--- src/rtl/pdn_seq_pkg.sv ---
// Shared types and constants for the power-rail sequencer.
// Latency: none (declarations only).
// Backpressure: none.
package pdn_seq_pkg;

    typedef enum logic [2:0] {
        ST_OFF,
        ST_UP_WAIT,
        ST_SETTLE,
        ST_ON,
        ST_DOWN_WAIT,
        ST_FAULT
    } pdn_seq_state_e;

    localparam int DEF_SETTLE_CYC = 4;
    localparam int DEF_TIMEOUT_W  = 16;

    // Rail index width; never narrower than one bit.
    function automatic int idx_w(input int n);
        return (n > 1) ? $clog2(n) : 1;
    endfunction

endpackage

--- src/rtl/pdn_pgood_sync.sv ---
// Two-flop synchronizer for asynchronous power-good inputs, reset to 0.
// Latency: 2 cycles from din to dout.
// Backpressure: none; samples every cycle.
module pdn_pgood_sync #(
    parameter int WIDTH = 1
) (
    input  logic             clk,
    input  logic             rst,
    input  logic [WIDTH-1:0] din,
    output logic [WIDTH-1:0] dout
);

    logic [WIDTH-1:0] meta;

    always_ff @(posedge clk) begin
        if (rst) begin
            meta <= '0;
            dout <= '0;
        end else begin
            meta <= din;
            dout <= meta;
        end
    end

endmodule

--- src/rtl/pdn_rail_sequencer.sv ---
// Rail sequencer: ramps rails up in ascending order, down in descending order, gated by pgood with timeout.
// Latency: rail_en follows a sampled request/pgood by 1 cycle (+2 with PDN_SEQ_PGOOD_SYNC_EN defined).
// Backpressure: none; each step stalls on rail_pgood until it arrives or the timeout expires.
module pdn_rail_sequencer
    import pdn_seq_pkg::*;
#(
    parameter int NUM_RAILS  = 6,
    parameter int TIMEOUT_W  = DEF_TIMEOUT_W,
    parameter int SETTLE_CYC = DEF_SETTLE_CYC
) (
    input  logic                           clk,
    input  logic                           rst,
    input  logic                           power_up_req,
    input  logic                           power_down_req,
    input  logic                           clr_fault,
    input  logic [TIMEOUT_W-1:0]           timeout_cycles,
    input  logic [NUM_RAILS-1:0]           rail_pgood,
    output logic [NUM_RAILS-1:0]           rail_en,
    output logic                           rails_on,
    output logic                           busy,
    output logic                           fault,
    output logic [idx_w(NUM_RAILS)-1:0]    fault_rail
);

    localparam int                   IW          = idx_w(NUM_RAILS);
    localparam logic [IW-1:0]        LAST_IDX    = IW'(NUM_RAILS - 1);
    localparam logic [TIMEOUT_W-1:0] SETTLE_LAST = TIMEOUT_W'(SETTLE_CYC - 1);

    pdn_seq_state_e         state, state_n;
    logic [IW-1:0]          idx, idx_n, idx_p1, idx_m1, low_bad, frail_n;
    logic [TIMEOUT_W-1:0]   cnt, cnt_n, cnt_inc, t_eff;
    logic [NUM_RAILS-1:0]   pgood, en_n;
    logic                   fault_n, pg_cur, timed_out;

`ifdef PDN_SEQ_PGOOD_SYNC_EN
    pdn_pgood_sync #(
        .WIDTH (NUM_RAILS)
    ) u_pgood_sync (
        .clk  (clk),
        .rst  (rst),
        .din  (rail_pgood),
        .dout (pgood)
    );
`else
    assign pgood = rail_pgood;
`endif

    // A zero timeout means "as long as the counter allows".
    assign t_eff     = (timeout_cycles == '0) ? '1 : timeout_cycles;
    assign cnt_inc   = cnt + 1'b1;
    assign timed_out = (cnt >= t_eff - 1'b1);
    assign idx_p1    = idx + 1'b1;
    assign idx_m1    = idx - 1'b1;
    assign pg_cur    = pgood[idx];

    always_comb begin
        low_bad = '0;
        for (int i = NUM_RAILS - 1; i >= 0; i--) begin
            if (!pgood[i]) low_bad = IW'(i);
        end
    end

    always_comb begin
        state_n = state;
        idx_n   = idx;
        cnt_n   = cnt;
        en_n    = rail_en;
        fault_n = fault;
        frail_n = fault_rail;
        case (state)
            ST_OFF: begin
                if (power_up_req) begin
                    state_n = ST_UP_WAIT;
                    idx_n   = '0;
                    cnt_n   = '0;
                    en_n    = '0;
                    en_n[0] = 1'b1;
                end
            end
            ST_UP_WAIT: begin
                if (!pg_cur && timed_out) begin
                    state_n = ST_FAULT;
                    en_n    = '0;
                    fault_n = 1'b1;
                    frail_n = idx;
                end else if (power_down_req) begin
                    state_n   = ST_DOWN_WAIT;
                    en_n[idx] = 1'b0;
                    cnt_n     = '0;
                end else if (pg_cur) begin
                    state_n = ST_SETTLE;
                    cnt_n   = '0;
                end else begin
                    cnt_n = cnt_inc;
                end
            end
            ST_SETTLE: begin
                if (!pg_cur) begin
                    state_n = ST_FAULT;
                    en_n    = '0;
                    fault_n = 1'b1;
                    frail_n = idx;
                end else if (power_down_req) begin
                    state_n   = ST_DOWN_WAIT;
                    en_n[idx] = 1'b0;
                    cnt_n     = '0;
                end else if (cnt == SETTLE_LAST) begin
                    cnt_n = '0;
                    if (idx == LAST_IDX) begin
                        state_n = ST_ON;
                    end else begin
                        state_n      = ST_UP_WAIT;
                        idx_n        = idx_p1;
                        en_n[idx_p1] = 1'b1;
                    end
                end else begin
                    cnt_n = cnt_inc;
                end
            end
            ST_ON: begin
                // A collapsing rail outranks a concurrent power-down request.
                if (pgood != '1) begin
                    state_n = ST_FAULT;
                    en_n    = '0;
                    fault_n = 1'b1;
                    frail_n = low_bad;
                end else if (power_down_req) begin
                    state_n        = ST_DOWN_WAIT;
                    idx_n          = LAST_IDX;
                    en_n[LAST_IDX] = 1'b0;
                    cnt_n          = '0;
                end
            end
            ST_DOWN_WAIT: begin
                if (!pg_cur) begin
                    cnt_n = '0;
                    if (idx == '0) begin
                        state_n = ST_OFF;
                    end else begin
                        idx_n        = idx_m1;
                        en_n[idx_m1] = 1'b0;
                    end
                end else if (timed_out) begin
                    state_n = ST_FAULT;
                    en_n    = '0;
                    fault_n = 1'b1;
                    frail_n = idx;
                end else begin
                    cnt_n = cnt_inc;
                end
            end
            ST_FAULT: begin
                en_n = '0;
                if (clr_fault && !power_up_req) begin
                    state_n = ST_OFF;
                    fault_n = 1'b0;
                    frail_n = '0;
                    idx_n   = '0;
                    cnt_n   = '0;
                end
            end
            default: begin
                state_n = ST_OFF;
                en_n    = '0;
                idx_n   = '0;
                cnt_n   = '0;
            end
        endcase
    end

    always_ff @(posedge clk) begin
        if (rst) begin
            state      <= ST_OFF;
            idx        <= '0;
            cnt        <= '0;
            rail_en    <= '0;
            rails_on   <= 1'b0;
            busy       <= 1'b0;
            fault      <= 1'b0;
            fault_rail <= '0;
        end else begin
            state      <= state_n;
            idx        <= idx_n;
            cnt        <= cnt_n;
            rail_en    <= en_n;
            rails_on   <= (state_n == ST_ON);
            busy       <= (state_n == ST_UP_WAIT) || (state_n == ST_SETTLE) ||
                          (state_n == ST_DOWN_WAIT);
            fault      <= fault_n;
            fault_rail <= frail_n;
        end
    end

endmodule

--- config.mk ---
export PLATFORM = sky130hd
export DESIGN_NAME = pdn_rail_sequencer
export DESIGN_NICKNAME = d
export VERILOG_FILES = /design/src/rtl/pdn_seq_pkg.sv /design/src/rtl/pdn_pgood_sync.sv /design/src/rtl/pdn_rail_sequencer.sv
export SDC_FILE = /design/constraint.sdc
export NUM_CORES = 1
export LEC_CHECK = 0
export BUFFER_PORTS_ARGS = -buffer_cell sky130_fd_sc_hd__buf_2
export CAP_MARGIN = 10
export CORE_MARGIN = 10
export CORE_UTILIZATION = 25
export CTS_BUF_LIST = sky130_fd_sc_hd__clkbuf_8
export CTS_CLUSTER_DIAMETER = 100
export CTS_CLUSTER_SIZE = 20
export DETAILED_ROUTE_END_ITERATION = 8
export SETUP_SLACK_MARGIN = 0.05
export SYNTH_ARGS = -nofsm -noshare
export SYNTH_HDL_FRONTEND = slang
export SYNTH_SLANG_ARGS = --single-unit
--- constraint.sdc ---
create_clock -name clk -period 4.59 [get_ports clk]
set_clock_uncertainty 0.2 [all_clocks]
set_input_delay 1.1475 -clock clk [delete_from_list [all_inputs] [get_ports clk]]
set_output_delay 1.1475 -clock clk [all_outputs]
set_load 0.005 [all_outputs]
### Word level (Yosys, flattened, before mapping)

Cells that the tools add are included.
W data, S select, Z words.

| cells by class | value |
|---|---|
| add/subtract/negate cells | 4 |
| order comparisons | 7 |
| eq/ne operators | 35 |
| mux-type cells | 81 |
| bitwise logic cells | 6 |
| reductions and logical operators | 18 |

Operator list:

| operator | number |
|---|---|
| $mux W16 | 13 |
| $mux W3 | 34 |
| $pmux W16 S6 | 1 |
| $mux W6 | 10 |
| $pmux W3 S6 | 2 |
| $ne A2 B2 Y1 const B | 16 |
| $pmux W6 S5 | 1 |
| $reduce_and A7 Y1 | 4 |
| $add A16 B1 Y16 const B | 1 |
| $eq A16 B2 Y1 const B | 1 |
| $ge A16 B16 Y1 | 1 |
| $logic_not A16 Y1 | 1 |
| $sub A16 B1 Y16 const B | 1 |
| $ne A3 B3 Y1 const B | 5 |
| $pmux W3 S5 | 1 |
| $and A6 B6 Y6 | 2 |
| $eq A3 B2 Y1 const B | 4 |
| $eq A3 B3 Y1 const B | 4 |
| $lt A3 B4 Y1 const B | 3 |
| $mux W1 | 12 |
| $not A6 Y6 | 2 |
| $reduce_and A11 Y1 | 1 |
| $demux W1 S3 | 3 |
| $ge A3 B1 Y1 const B | 3 |
| 16 further kinds | 25 |

| word-level totals | value |
|---|---|
| register bits | 34 |
| input bits | 27 |
| output and inout bits | 12 |

### Logic depth before layout (Yosys ltp)

Gate-level depths: netlist (run 1).

| logic depth | value |
|---|---|
| depth after elaboration | 11 |
| depth in mapped cells | 16 |
| gate-level depth less buffers | 15 |

### Least setup slack after synthesis (run 1)

OpenSTA, ideal clock, no wires.

| timing path | value |
|---|---|
| path kind | input to register |
| start | input timeout_cycles[5] |
| end | register cnt[6] |
| library setup time | 88 ps |
| arrival time | 4669 ps |
| data required time | 4302 ps |
| slack | -367 ps |
| cell stages on the path | 16 |
| cell sequence | or4_1 > nor2_1 > nand3_1 > or2_2 > or3_1 > and2_1 > nor3_1 > ha_1 > nand4_1 > nor3_1 > a2bb2oi_1 > nand3_1 > a211oi_4 > buf_6 > a31oi_1 > a311oi_2 |

| between the ends | value |
|---|---|
| cells in the longest elaborated chain, start to end | 7 |
| elaborated cells on any way between the ends | 8 |
| classes of those cells | 1 x add/sub; 1 x order compare; 2 x eq/ne; 1 x mux; 3 x reduce/logical |

Ends and longest elaborated chain:

| item | RTL line | RTL |
|---|---|---|
| start, declared | pdn_rail_sequencer.sv:16 | `input logic [TIMEOUT_W-1:0] timeout_cycles,` |
| $logic_not A16 Y1 | pdn_rail_sequencer.sv:49 | `assign t_eff = (timeout_cycles == '0) ? '1 : timeout_cycles;` |
| $mux W16 (*) | pdn_rail_sequencer.sv:49 |  |
| $sub A16 B1 Y16 (*) | pdn_rail_sequencer.sv:51 | `assign timed_out = (cnt >= t_eff - 1'b1);` |
| $ge A16 B16 Y1 (*) | pdn_rail_sequencer.sv:51 |  |
| $logic_and A1 B1 Y1 | pdn_rail_sequencer.sv:81 | `if (!pg_cur && timed_out) begin` |
| $ne A2 B2 Y1 (no source line) | n/a |  |
| $reduce_and A7 Y1 (no source line) (*) | n/a |  |
| end signal, assigned | pdn_rail_sequencer.sv:184 | `cnt <= cnt_n;` |
| end, declared | pdn_rail_sequencer.sv:31 | `logic [TIMEOUT_W-1:0] cnt, cnt_n, cnt_inc, t_eff;` |

Mark *: on every way between the ends. The rest lies on a longest branch, timed or not.
A chain may end at the register's enable or synchronous reset.

### Worst setup path in the final report (run 1)

| timing path | value |
|---|---|
| start | input timeout_cycles[8] |
| end | register rail_en[3] |

| between the ends | value |
|---|---|
| cells in the longest elaborated chain, start to end | 7 |
| elaborated cells on any way between the ends | 10 |
| classes of those cells | 1 x add/sub; 1 x order compare; 2 x eq/ne; 3 x mux; 3 x reduce/logical |

Ends and longest elaborated chain:

| item | RTL line | RTL |
|---|---|---|
| $logic_not A16 Y1 | pdn_rail_sequencer.sv:49 |  |
| $mux W16 (*) | pdn_rail_sequencer.sv:49 |  |
| $sub A16 B1 Y16 (*) | pdn_rail_sequencer.sv:51 |  |
| $ge A16 B16 Y1 (*) | pdn_rail_sequencer.sv:51 |  |
| $logic_and A1 B1 Y1 | pdn_rail_sequencer.sv:81 |  |
| $ne A3 B3 Y1 (no source line) / $mux W6 (equally long branches) | n/a |  |
| $reduce_and A7 Y1 (no source line) / $pmux W6 S5 (equally long branches) | n/a |  |
| end signal, assigned | pdn_rail_sequencer.sv:185 | `rail_en <= en_n;` |
| end, declared | pdn_rail_sequencer.sv:18 | `output logic [NUM_RAILS-1:0] rail_en,` |

Marks and branches as above.

==> flow_results.org, run 1 <==
** CTS
- TritonCTS built the clock tree.
- CTS built an H-tree with a depth of 2.
- Max Buffers Root-to-Sink :: 2
- Clock Latency Late Sink :: around 0.30 ns
- Register clock-pin slew on the reported worst setup and hold paths :: ~0.07 ns
- Number of clock sinks seen by CTS :: 34
- Master cell of the clock root buffer :: clkbuf_8
- Counting the buffers created by CTS gives 5.

** Drt
- The routed layout has approximately 3.4k vias.
- Antenna violation net count after detailed routing :: 0
- Post-route DRC :: 0
- Using the TritonRoute via totals, the vias-per-cell ratio works out to around 5.5.
- Total length of routed wires :: ~9300 um
- After detailed routing, the average wire length per cell comes to 15.3 um.
- The first detailed-routing pass ran for 5 iterations.
- The detailed router finished its first iteration with roughly 230 violations.

** Timing
- Setup repair after global routing could not meet its margin everywhere.
- The tightest hold path in the finished design has a slack of 0.297 ns.
- The final-report hold violation count was 0.
- Setup violations remaining at the end of the flow were counted as 0.
- Fin crit period :: 4.57 ns
- Share of the clock period used by the worst path :: 99.5%
- Slew Limit Fails :: 0
- Setup slack on the critical path of the routed design comes to 0.0233 ns.
- Worst-case headroom to the max-slew limit :: 31.2%
- For the pin with the worst max-slew slack, the measured transition is 1.03 ns.
- FMAX :: between 0.2 and 0.25 GHz

** Placed design
- After detailed placement, the total cell area comes to 3630 um^2.
- Input/output buffers :: 38
- Final estimated routing congestion in global placement :: roughly 0.87
- Summed over all nets, the half-perimeter wirelength after detailed placement is just under 7000 um.
- Prior to clock tree synthesis, the placed netlist has a worst setup slack of -0.333 ns.

** Synth
- The synthesized netlist occupies a cell area of between 3000 and 4000 um^2.
- Biggest area consumer among synthesized cells :: dfxtp_1
- Synthesis inferred 34 register bits.
- For this run, the leading register cell type out of synthesis is dfxtp_1.
- During synthesis, Yosys emitted a total of 0 warnings.
- Post-synthesis instance total :: between 400 and 500
- Sequential cells were found to cover around 22% of the synthesized design area.
- In this run the biggest area consumer among cell types represents between 20% and 30% of the synthesized area.
- After synthesis, the mean cell area works out to approximately 7.5 um^2.
- The synthesized netlist contains between 60 and 70 unique library cells.
- Largest cells by area after synthesis :: dfxtp_1, ha_1, a21oi_1
- Yosys mapped a number of flops with a built-in enable equal to 0.
- After synthesis, the share of flip-flops with an asynchronous set or reset is 0%.
- The number of nets in the synthesized netlist is between 400 and 500.

** Pwr
- Power per cell area :: ~220 nW/um^2
- Sequential cell fraction of total power :: roughly 38%
- Leakage power of the design :: 1.54 nW
- The internal power of the cells totals 0.549 mW.
- Overall power :: between 0.8 and 0.9 mW
- P_sw :: approximately 0.31 mW
- Sw Ratio :: 36.3%
- IR analysis of the VDD net gives a maximum drop of ~0.11 mV.
- The clock network accounts for 28.5% of the total power.
- The share of total power dissipated in combinational logic is roughly 34%.

** Final layout
- Total area of multi-input combinational cells :: 2390 um^2
- Cells fill 32.1% of the core in the end.
- The number of antenna diodes in the final layout is 0.
- After the last flow step, the layout net total stands at 510.
- The area growth from synthesis to layout is 25.4%.
- Sequential Area :: approximately 700 um^2
- Summed area of non-filler cells in the final layout :: ~3900 um^2
- Share of final-layout standard cells stronger than drive strength 1 :: between 20% and 30%
- Most frequent standard cell in the layout excluding fill and tap cells :: nand2_1
- In the layout the commonest cells are nand2_1, buf_2, dfxtp_1.
- Number of filler instances in the final layout :: 1281

** Setup path
- STA classifies the critical path endpoint as a register.
- Top fanout value on the critical path :: 4
- CP Data Arrival Time :: between 4 and 5 ns
- The worst register-to-register path ends at rail_en[3].
- Worst setup slack for register-to-register paths :: 1.37 ns
- STA classifies the critical path startpoint as an input port.
- By startpoint and endpoint, the worst setup path is classified as in -> reg.
- R2r startpoint :: cnt[1]
- Required time of the worst setup path :: 4.62 ns
- Length in cells of the worst reg-to-reg path :: 8

** Die
- Boundary pin count :: 39
- DIE HEIGHT :: between 100 and 150 um
- Area of the die :: 17200 um^2
- Initial standard-cell utilization of the core :: between 20% and 30%
- Core Area :: 12000 um^2
- The die is 131 um wide.
- Site row count :: 40

** GRT
- The total overflow left after global routing is 0.
- Global Route Usage Sum :: 10.7%
- The initial antenna violation count is 0.
- The number of global-route vias before repair was 3165.
- Entering global routing, the biggest net connects 36 pins.
- First-pass GRT wire length :: 15300 um

** Worst hold path
- The startpoint identified for the worst hold timing path is rail_en[3].
- For hold timing, the worst endpoint is rail_en[3].
- The worst hold path was traced through 2 stages.
- Class of the tightest hold or removal check :: reg -> reg

** Flow run
- Max capacitance violation total :: 0

** Status
- Outcome :: finished, final reports clean
[synthesized netlist by cell type, types with 8 or more instances]
library cell / n
a21oi_1: 32
a311oi_1: 15
and3_1: 12
clkbuf_1: 16
dfxtp_1: 34
ha_1: 22
inv_1: 12
nand2_1: 42
nand2b_1: 9
nand3_1: 20
nor2_1: 31
nor2b_1: 10
nor3_1: 17
o21ai_0: 14
o22ai_1: 8
or2_2: 8
[what timing repair did]
| item | CTS | global route |
|---|---|---|
| pin swaps | 9 | 2 |
| hold buffers | 0 | 0 |
| endpoints found under the setup margin | 10 | 26 |
| gates resized for setup | 7 | 14 |
| setup buffers | 2 | 1 |
[power by group through the flow]
stage | logic, mW | registers [mW] | clock network [mW]
3_3_place_gp | 0.260 | 0.333 | 0
6_report | 0.289 | 0.327 | 0.246
4_1_cts | 0.270 | 0.327 | 0.253
5_1_grt | 0.316 | 0.330 | 0.263
2_1_floorplan | 0.197 | 0.318 | 0
3_5_place_dp | 0.263 | 0.333 | 0
[routing by layer]
| metal | vias to the layer above | GRT usage, % | part of all wire, % | wire length [um] |
|---|---|---|---|---|
| li1 | 1654 | - | - | - |
| met1 | 1617 | 13.9 | 44 | 4090 |
| met2 | 89 | 17.4 | 49 | 4570 |
| met3 | 14 | 2.10 | 5.4 | 504 |
| met4 | 0 | 3.47 | 1.5 | 139 |
| met5 | - | 0 | 0 | 0 |
[logic make-up after synthesis]
group	synth area share, %
and+or+nand+nor	30.4
DFF	22.1
muxes	1.42
xor gates and xnor gates	2.28
adders and majority gates	8.94
AOI/OAI and AO/OA	29.6
buffers and inverters	5.20
[per-stage QoR]
stage | cells | TNS, ns
global route | 609 | -1.11
CTS | 608 | 0
detailed placement | 598 | -6.15
global placement | 598 | -4.43
finish | 609 | 0
floorplan | 408 | -0.340
[worst max-delay path by stage]
stage                                 start          to  slack, ns
after floorplan           timeout_cycles[5]      cnt[6]      -0.07
after global placement    timeout_cycles[5]  rail_en[3]      -0.24
after detailed placement  timeout_cycles[5]  rail_en[3]      -0.33
after CTS                 timeout_cycles[8]  rail_en[3]       0.02
after global routing      timeout_cycles[8]  rail_en[3]      -0.16
final                     timeout_cycles[8]  rail_en[3]       0.02
[registers in the layout, indices dropped and copies added, names as in the netlist]
name        cells
state           3
fault           1
busy            1
fault_rail      3
cnt            16
rails_on        1
rail_en         6
idx             3
[final cells by class]
| cell class | count | area share, % |
|---|---|---|
| repair buffers | 69 | 12.1 |
| multi-input cells | 339 | 61.8 |
| well taps | 147 | 4.77 |
| clock inverters | 2 | 0.324 |
| flip-flops and latches | 34 | 17.6 |
| inverters | 12 | 1.17 |
| clock buffers | 6 | 2.14 |
[critical path, cell delays in order]
cell and delay [ns]:
buf_6 0.09, or4_4 0.55, nor2_4 0.11, nand3_2 0.07, or2_4 0.23, or3_4 0.34
and2_4 0.16, nor3_2 0.10, ha_1 0.17, nand4_1 0.19, nor3_4 0.23, o311ai_4 0.16
a41oi_2 0.25, nand4_1 0.25, or3_4 0.42, a21oi_2 0.12
Note: power is estimated with default switching activity, not from simulation.
==> run 2, diff against run 1 <==
--- a/config.mk
+++ b/config.mk
@@ -8,11 +8,13 @@
 export BUFFER_PORTS_ARGS = -buffer_cell sky130_fd_sc_hd__buf_2
 export CAP_MARGIN = 10
 export CORE_MARGIN = 10
-export CORE_UTILIZATION = 25
+export CORE_UTILIZATION = 55
 export CTS_BUF_LIST = sky130_fd_sc_hd__clkbuf_8
 export CTS_CLUSTER_DIAMETER = 100
 export CTS_CLUSTER_SIZE = 20
 export DETAILED_ROUTE_END_ITERATION = 8
+export PLACE_DENSITY = 0.79
+export RECOVER_POWER = 25
 export SETUP_SLACK_MARGIN = 0.05
 export SYNTH_ARGS = -nofsm -noshare
 export SYNTH_HDL_FRONTEND = slang
==> run 2 against run 1 <==
Compared with the run above:
- highest routed layer unchanged
- largest cell class unchanged
- critical endpoint unchanged
- final cell count decreased by 13%
- wire length decreased by 3.9%
- global-route usage increased by 9.3 points
- largest power group unchanged
- sequential share of layout area increased by 0.33 points
- fmax about the same
- non-clock buffer count decreased by 4
==> flow_results.org, run 2 (synthesized netlist as in run 1, its figures left out) <==
** Pwr
- The power density relative to cell area was 225 nW/um^2 (was 223 nW/um^2).
- The internal power was 0.548 mW (was 0.549 mW).
- Leakage power of the design :: 1.53 nW (was 1.54 nW)
- Clock power frac :: 27.3% (was 28.5%)
- Combinational share of power :: 34.2% (was 33.5%)
- P_sw :: 0.305 mW (was 0.313 mW)
- Sw Ratio :: 35.8% (was 36.3%)
- Overall power :: 0.854 mW (was 0.862 mW)
- Sequential cell fraction of total power :: 38.5% (was 38.0%)
- Peak ir drop on the vdd network :: 0.208 mV (was 0.112 mV)

** Final layout
- Share of final-layout standard cells stronger than drive strength 1 :: 24.7% (was 25.5%)
- Most frequent standard cell in the layout excluding fill and tap cells :: nand2_1 (unchanged)
- Largest registers in the final layout: cnt (16), rail_en (6) (unchanged).
- The flip-flop count of the largest register after layout is 16 (unchanged).
- Commonest non-fill, non-tap cells in the layout: nand2_1, dfxtp_1, buf_2 (was nand2_1, buf_2, dfxtp_1).
- Sequential Area :: 681 um^2 (unchanged)
- The multi-input logic area was 2450 um^2 (was 2390 um^2).
- Area growth syn-to-layout :: 23.1% (was 25.4%)
- Antenna Diode Count :: 0 (unchanged)
- The number of fillers in the final layout came to 467 (was 1281).
- Largest Register :: cnt (unchanged)
- The final-stage net count came to 506 (was 510).

** Die
- The area enclosed by the die boundary was 8990 um^2 (was 17200 um^2).
- Core Area :: 5470 um^2 (was 12000 um^2)
- Site row count :: 27 (was 40)
- The horizontal die dimension was 94.8 um (was 131 um).
- The initial standard-cell utilization of the core is 56.2% (was 25.6%).
- The die outline height is 94.8 um (was 131 um).
- Boundary pin count :: 39 (unchanged)

** Placed design
- Placed wire-length estimate after detailed placement :: 6390 um (was 6880 um)
- The number of port buffers came to 38 (unchanged).
- The routability congestion estimate from global placement is 0.906 (was 0.868).

** Timing
- Worst-case headroom to the max-slew limit :: 36.7% (was 31.2%)
- The top achievable clock speed was 0.219 GHz (about the same).
- The ratio of final minimum period to clock period is 99.5% (about the same).
- The final critical-path required period is 4.57 ns (about the same).
- The tightest hold margin came to 0.294 ns (was 0.297 ns).
- The final-report max-slew violation count was 0 (unchanged).
- The final count of negative-setup-slack endpoints came to 0 (unchanged).
- The final-report hold violation count was 0 (unchanged).
- Unrepaired setup endpoints after global routing :: yes (unchanged)
- The slew at the pin closest to its max-slew limit was 0.947 ns (was 1.03 ns).

** Setup path
- Setup Crit Path Kind :: in -> reg (unchanged)
- List of cells traversed by the critical path: buf_6 -> or4_4 -> nor2_4 -> nand3_2 -> or2_4 -> or3_4 -> and3_4 -> ha_1 -> nand4_1 -> nor3_4 -> o311ai_4 -> a41oi_2 -> nand4_1 -> or3_1 -> a21oi_2 (was buf_6 -> or4_4 -> nor2_4 -> nand3_2 -> or2_4 -> or3_4 -> and2_4 -> nor3_2 -> ha_1 -> nand4_1 -> nor3_4 -> o311ai_4 -> a41oi_2 -> nand4_1 -> or3_4 -> a21oi_2).
- Worst-path cell with the longest stage delay :: or4_4 (unchanged)
- The setup slack of the worst register-to-register path was 1.24 ns (was 1.37 ns).
- Required time of the worst setup path :: 4.62 ns (about the same)
- The critical path's largest stage delay came to 0.55 ns (about the same).
- CP Data Arrival Time :: 4.60 ns (was 4.59 ns)
- The maximum fanout along the worst path is 4 (unchanged).
- The cell depth of the worst flop-to-flop path was 6 (was 8).
- Critical Path Sink Type :: register (unchanged)
- CP dominant cell by count :: nand4_1
- Critical Path Start Type :: input port (unchanged)

** CTS
- Master cell of the clock root buffer :: clkbuf_8 (unchanged)
- Max Buffers Root-to-Sink :: 2 (unchanged)
- Clock Latency Late Sink :: 0.30 ns (about the same)
- The number of hold-repair buffers added at the cts stage was 0 (unchanged).
- The clock sink count was 34 (unchanged).
- Number of buffers created by CTS :: 5 (unchanged)
- Register clock-pin slew on the reported worst setup and hold paths :: 0.07 ns (about the same)
- The number of H-tree branching levels is 2 (unchanged).
- TritonCTS clock tree :: yes (unchanged)

** GRT
- Global Route Usage Sum :: 20.0% (was 10.7%)
- The remaining global-route overflow came to 0 (unchanged).
- The maximum number of pins on one net before global-route repair was 36 (unchanged).
- The number of global-route vias before repair came to 3169 (was 3165).
- Number of antenna violations at the first check in global routing :: 0 (unchanged)
- The first-pass GRT wire length came to 14900 um (was 15300 um).

** Flow run
- The max capacitance violation total came to 0 (unchanged).

** Drt
- The number of DRC violations after detailed-routing iteration 0 is 381 (was 229).
- The post-detailed-route DRC marker count came to 0 (unchanged).
- The average wire per cell in the routed design is 16.9 um (was 15.3 um).
- Via count :: 3406 (was 3374)
- The sum of routed wire length over all layers was 8950 um (was 9310 um).
- The remaining number of nets flagged by the antenna check after routing is 0 (unchanged).
- The detailed-routing iteration count for the pre-antenna-repair pass was 5 (unchanged).
- Vias/cell :: 6.43 (was 5.54)

** Worst hold path
- Cell count of the worst hold path :: 2 (unchanged)
- Class of the tightest hold or removal check :: reg -> reg (unchanged)

** Status
- Outcome :: finished, final reports clean (unchanged)
[run 2: layout make-up]
type,count,share of cell area [%]
flip-flops and latches,34,18.0
repair buffers,65,11.4
well taps,72,2.38
multi-input cells,339,64.6
clock inverters,2,0.231
clock buffers,6,2.18
inverters,12,1.19
[run 2: power by group through the flow]
stage / clock network (mW) / logic (mW) / registers (mW)
final: 0.233 / 0.292 / 0.329
after global routing: 0.249 / 0.322 / 0.331
after CTS: 0.235 / 0.267 / 0.327
after detailed placement: 0 / 0.259 / 0.333
after global placement: 0 / 0.254 / 0.333
after floorplan: 0 / 0.197 / 0.318
[run 2: per-stage QoR]
step                      std cells  instance area (um^2)  TNS (ns)  util (%)  setup slack, ns
after global placement          518                  3490     -3.54      63.9           -0.200
after global routing            530                  3790     -1.05      69.2           -0.137
after floorplan                 408                  3130    -0.340         -          -0.0712
after detailed placement        518                  3490     -5.26      63.9           -0.305
final                           530                  3790         0      69.2           0.0236
after CTS                       529                  3660         0      66.8           0.0183
[run 2: worst max-delay path, delay by kind of cell]
family / cells / cell delay [ns]
AO/OA/AOI/OAI: 3 / 0.47
adder cells (fa/ha/maj): 1 / 0.26
buffers and inverters: 1 / 0.09
AND/OR/NAND/NOR: 10 / 2.61
[run 2: repair_timing]
action | 4_1_cts | 5_1_grt
setup endpoints to repair | 2 | 27
pin swaps | 8 | 17
setup buffers | 3 | 1
resized for setup | 7 | 24
[run 2: worst paths after layout]
path / startpoint / endpoint
setup / recovery: timeout_cycles[5] / rail_en[3]
hold / removal: rail_en[3] / rail_en[3]
hold reg to reg: rail_en[3] / rail_en[3]
setup reg to reg: idx[0] / rail_en[3]
[run 2: per-layer routing]
metal	global-route usage, %	wire length [um]	vias to the layer above
li1	-	-	1651
met1	27.0	3890	1575
met2	31.4	4210	161
met3	3.81	682	19
met4	6.61	159	0
met5	0	0	-
==> run 3, diff against run 2 <==
--- a/config.mk
+++ b/config.mk
@@ -7,7 +7,7 @@
 export LEC_CHECK = 0
 export BUFFER_PORTS_ARGS = -buffer_cell sky130_fd_sc_hd__buf_2
 export CAP_MARGIN = 10
-export CORE_MARGIN = 10
+export CORE_MARGIN = 2
 export CORE_UTILIZATION = 55
 export CTS_BUF_LIST = sky130_fd_sc_hd__clkbuf_8
 export CTS_CLUSTER_DIAMETER = 100
==> run 3 against run 2 <==
Compared with the run above:
- the run now ends with setup timing left
- critical path depth increased by 1
- cell area increased by 3.5%
- power increased by 0.87%
- clock-buffer cell count unchanged
- fmax decreased by 2.5%
- critical path type unchanged
- clock power increased by 2%
- final cell count increased by 0.94%
- global-route usage increased by 7.6 points
- combinational power about the same
- register-to-register slack got worse by 0.20 ns
- sequential cell count unchanged
==> flow_results.org, run 3 (synthesized netlist as in run 1, its figures left out) <==
** Timing
- Unrepaired setup endpoints after global routing: yes (unchanged).
- The final-report hold violation count is 0 (unchanged).
- Worst slew pin tran :: 1.01 ns (was 0.947 ns)
- Share of the clock period used by the worst path :: 102% (was 99.5%)
- Final setup margin :: -0.0953 ns (was 0.0236 ns)
- Worst-case headroom to the max-slew limit :: 32.4% (was 36.7%)
- Final total negative setup slack :: -0.240 ns (was 0 ns)
- Slew Limit Fails :: 0 (unchanged)
- FMAX :: 0.213 GHz (was 0.219 GHz)
- Final setup violation count :: 6 (was 0)
- The final critical-path required period came to 4.69 ns (was 4.57 ns).

** GRT
- The maximum number of pins on one net before global-route repair came to 36 (unchanged).
- The initial antenna violation count was 0 (unchanged).
- First-pass GRT wire length :: 14100 um (was 14900 um)
- The remaining global-route overflow is 0 (unchanged).
- Via count of the first global-routing pass :: 3040 (was 3169)
- Global Route Usage Sum :: 27.6% (was 20.0%)

** Setup path
- The launch instance of the worst register-to-register path is cnt[1] (was idx[0]).
- The critical path's largest stage delay is 0.53 ns (was 0.55 ns).
- Buffers & Inverters on Critical Path :: 2 (was 1)
- Worst setup slack for register-to-register paths :: 1.04 ns (was 1.24 ns)
- List of cells traversed by the critical path :: buf_2 -> or4_4 -> nor2_4 -> nand3_2 -> or2_4 -> or3_4 -> and2_4 -> nor3_4 -> ha_4 -> nand4_1 -> buf_4 -> a2bb2oi_4 -> a41oi_2 -> nand4_1 -> or3_1 -> a21oi_1 (was buf_6 -> or4_4 -> nor2_4 -> nand3_2 -> or2_4 -> or3_4 -> and3_4 -> ha_1 -> nand4_1 -> nor3_4 -> o311ai_4 -> a41oi_2 -> nand4_1 -> or3_1 -> a21oi_2)
- Critical path's top delay family :: simple AND/OR/NAND/NOR gates (unchanged)
- Length in cells of the worst reg-to-reg path :: 8 (was 6)
- Setup Crit Path Kind :: in -> reg (unchanged)
- The data required time of the worst path is 4.62 ns (about the same).
- The type of element launching the critical path is an input port (unchanged).
- Top fanout value on the critical path :: 4 (unchanged)
- Worst reg2reg endpoint :: rail_en[3] (unchanged)
- CP dominant cell by count :: nand4_1 (unchanged)
- The slowest library cell on the worst path was or4_4 (unchanged).
- The worst path arrival time is 4.71 ns (was 4.60 ns).
- Critical Path Sink Type :: register (unchanged)

** CTS
- Cts-stage hold buffer count :: 0 (unchanged)
- The number of CTS-inserted buffers came to 5 (unchanged).
- TritonCTS clock tree :: yes (unchanged)
- The clock tree root buffer cell is clkbuf_8 (unchanged).
- Number of clock sinks seen by CTS :: 34 (unchanged)
- H-Tree Depth :: 2 (unchanged)
- Max Buffers Root-to-Sink :: 2 (unchanged)
- The clock insertion delay at the later pin of the skew report is 0.30 ns (about the same).
- The clock slew seen by the registers of the worst setup and hold paths is 0.07 ns (about the same).

** Pwr
- P_sw :: 0.317 mW (was 0.305 mW)
- The share of total power in combinational logic was 34.2% (about the same).
- Power per cell area :: 220 nW/um^2 (was 225 nW/um^2)
- The sequential group share of total power is 38.2% (was 38.5%).
- Peak ir drop on the vdd network :: 0.146 mV (was 0.208 mV)
- The switching power share of the total was 36.9% (was 35.8%).
- Leakage power of the design :: 1.59 nW (was 1.53 nW)
- Internal power of the cells :: 0.544 mW (was 0.548 mW)
- The power share of the clock group was 27.7% (was 27.3%).
- The total power of the final layout came to 0.861 mW (was 0.854 mW).

** Die
- Initial standard-cell utilization of the core :: 56.6% (was 56.2%)
- The die outline height was 78.8 um (was 94.8 um).
- Boundary pin count :: 39 (unchanged)
- Horizontal die dimension :: 78.8 um (was 94.8 um)
- Area of the die :: 6210 um^2 (was 8990 um^2)
- Core Area :: 5440 um^2 (was 5470 um^2)
- The number of core rows came to 27 (unchanged).

** Placed design
- Worst slack at placement :: -0.334 ns (was -0.305 ns)
- The number of port buffers was 38 (unchanged).
- The HPWL after detailed placement is 6020 um (was 6390 um).
- The routability congestion estimate from global placement is 0.926 (was 0.906).

** Final layout
- Sequential Area :: 681 um^2 (unchanged)
- The multi-input logic area was 2550 um^2 (was 2450 um^2).
- The flip-flop count of the largest register after layout came to 16 (unchanged).
- The leading cell type in the layout, fill and taps excluded is nand2_1 (unchanged).
- The number of antenna diodes is 0 (unchanged).
- Commonest non-fill, non-tap cells in the layout :: nand2_1, buf_2, dfxtp_1 (was nand2_1, dfxtp_1, buf_2)
- The fraction of final layout cells with drive strength greater than 1 was 29.4% (was 24.7%).
- The area added between synthesis and finish is 27.4% (was 23.1%).
- The final-stage net count came to 511 (was 506).
- Largest Register :: cnt (unchanged)
- Number of filler instances in the final layout :: 432 (was 467)
- Largest registers in the final layout: cnt (16), rail_en (6) (unchanged).

** Worst hold path
- The startpoint of the most critical hold path is rail_en[3] (unchanged).
- Cell count of the worst hold path :: 2 (unchanged)
- The path class of the lowest-slack min-delay path is reg -> reg (unchanged).
- Hold endpoint :: rail_en[3] (unchanged)

** Drt
- Via count :: 3532 (was 3406)
- Post-route DRC :: 0 (unchanged)
- The sum of routed wire length over all layers is 9430 um (was 8950 um).
- Iteration-0 DRC Markers :: 360 (was 381)
- The detailed-routing iteration count for the pre-antenna-repair pass was 7 (was 5).
- The routed via count divided by cell count was 6.60 (was 6.43).
- The average wire per cell in the routed design came to 17.6 um (was 16.9 um).
- Antenna violation net count after detailed routing :: 0 (unchanged)

** Status
- Failing checks :: setup timing
- Outcome: complete, but fails checks (was finished, final reports clean).

** Flow run
- The max capacitance violation total is 0 (unchanged).
## run 3: cell types whose count changed in the layout (fill, tap and decap cells not counted), sizes merged
cell	delta
buf	+8
clkbuf	-3
## run 3: routing by layer
| metal | track usage [%] | vias to the layer above | routed length, um |
|---|---|---|---|
| li1 | - | 1654 | - |
| met1 | 39.1 | 1662 | 4120 |
| met2 | 42.6 | 188 | 4410 |
| met3 | 5.34 | 28 | 703 |
| met4 | 8.28 | 0 | 193 |
| met5 | 0 | - | 0 |
## run 3: worst max path at each step
stage	start	cells past startpoint	endpoint
5_1_grt	timeout_cycles[6]	16	rail_en[3]
6_report	timeout_cycles[6]	16	rail_en[3]
4_1_cts	timeout_cycles[5]	16	rail_en[3]
3_3_place_gp	timeout_cycles[5]	17	cnt[7]
3_5_place_dp	timeout_cycles[5]	17	cnt[7]
2_1_floorplan	timeout_cycles[5]	16	cnt[6]
## run 3: final cells by class
cell class,instances,area share (%)
clock buffer,6,2.11
clock inverter,2,0.223
inverter,12,1.15
multi-input combinational,339,65.1
sequential,34,17.4
tap,72,2.30
timing repair buffer,70,11.8
## run 3: what timing repair did
item                                    4_1_cts  5_1_grt
buffers inserted                              4        6
pin swaps                                     4       19
endpoints found under the setup margin        9       26
resized for setup                             6       43
## run 3: worst register-to-register path: cells and delay by family (launching register included)
kind,cells,cell delay (ns)
adder cells (fa/ha/maj),1,0.37
flip-flops,1,0.47
AO/OA/AOI/OAI,3,0.83
AND/OR/NAND/NOR,4,1.61
## run 3: stage by stage
stage	utilization, %	cell area [um^2]	hold slack, ns	std cells
after CTS	67.0	3640	0.284	530
after floorplan	-	3130	0.262	408
after global routing	72.1	3920	0.306	535
after global placement	64.0	3480	0.262	518
after detailed placement	64.0	3480	0.271	518
final	72.1	3920	0.283	535
## run 3: power by group through the flow
stage / Clock, mW / Sequential, mW / Combinational (mW)
after floorplan: 0 / 0.318 / 0.197
after global placement: 0 / 0.333 / 0.248
after detailed placement: 0 / 0.333 / 0.252
after CTS: 0.241 / 0.326 / 0.258
after global routing: 0.255 / 0.330 / 0.316
final: 0.238 / 0.329 / 0.294
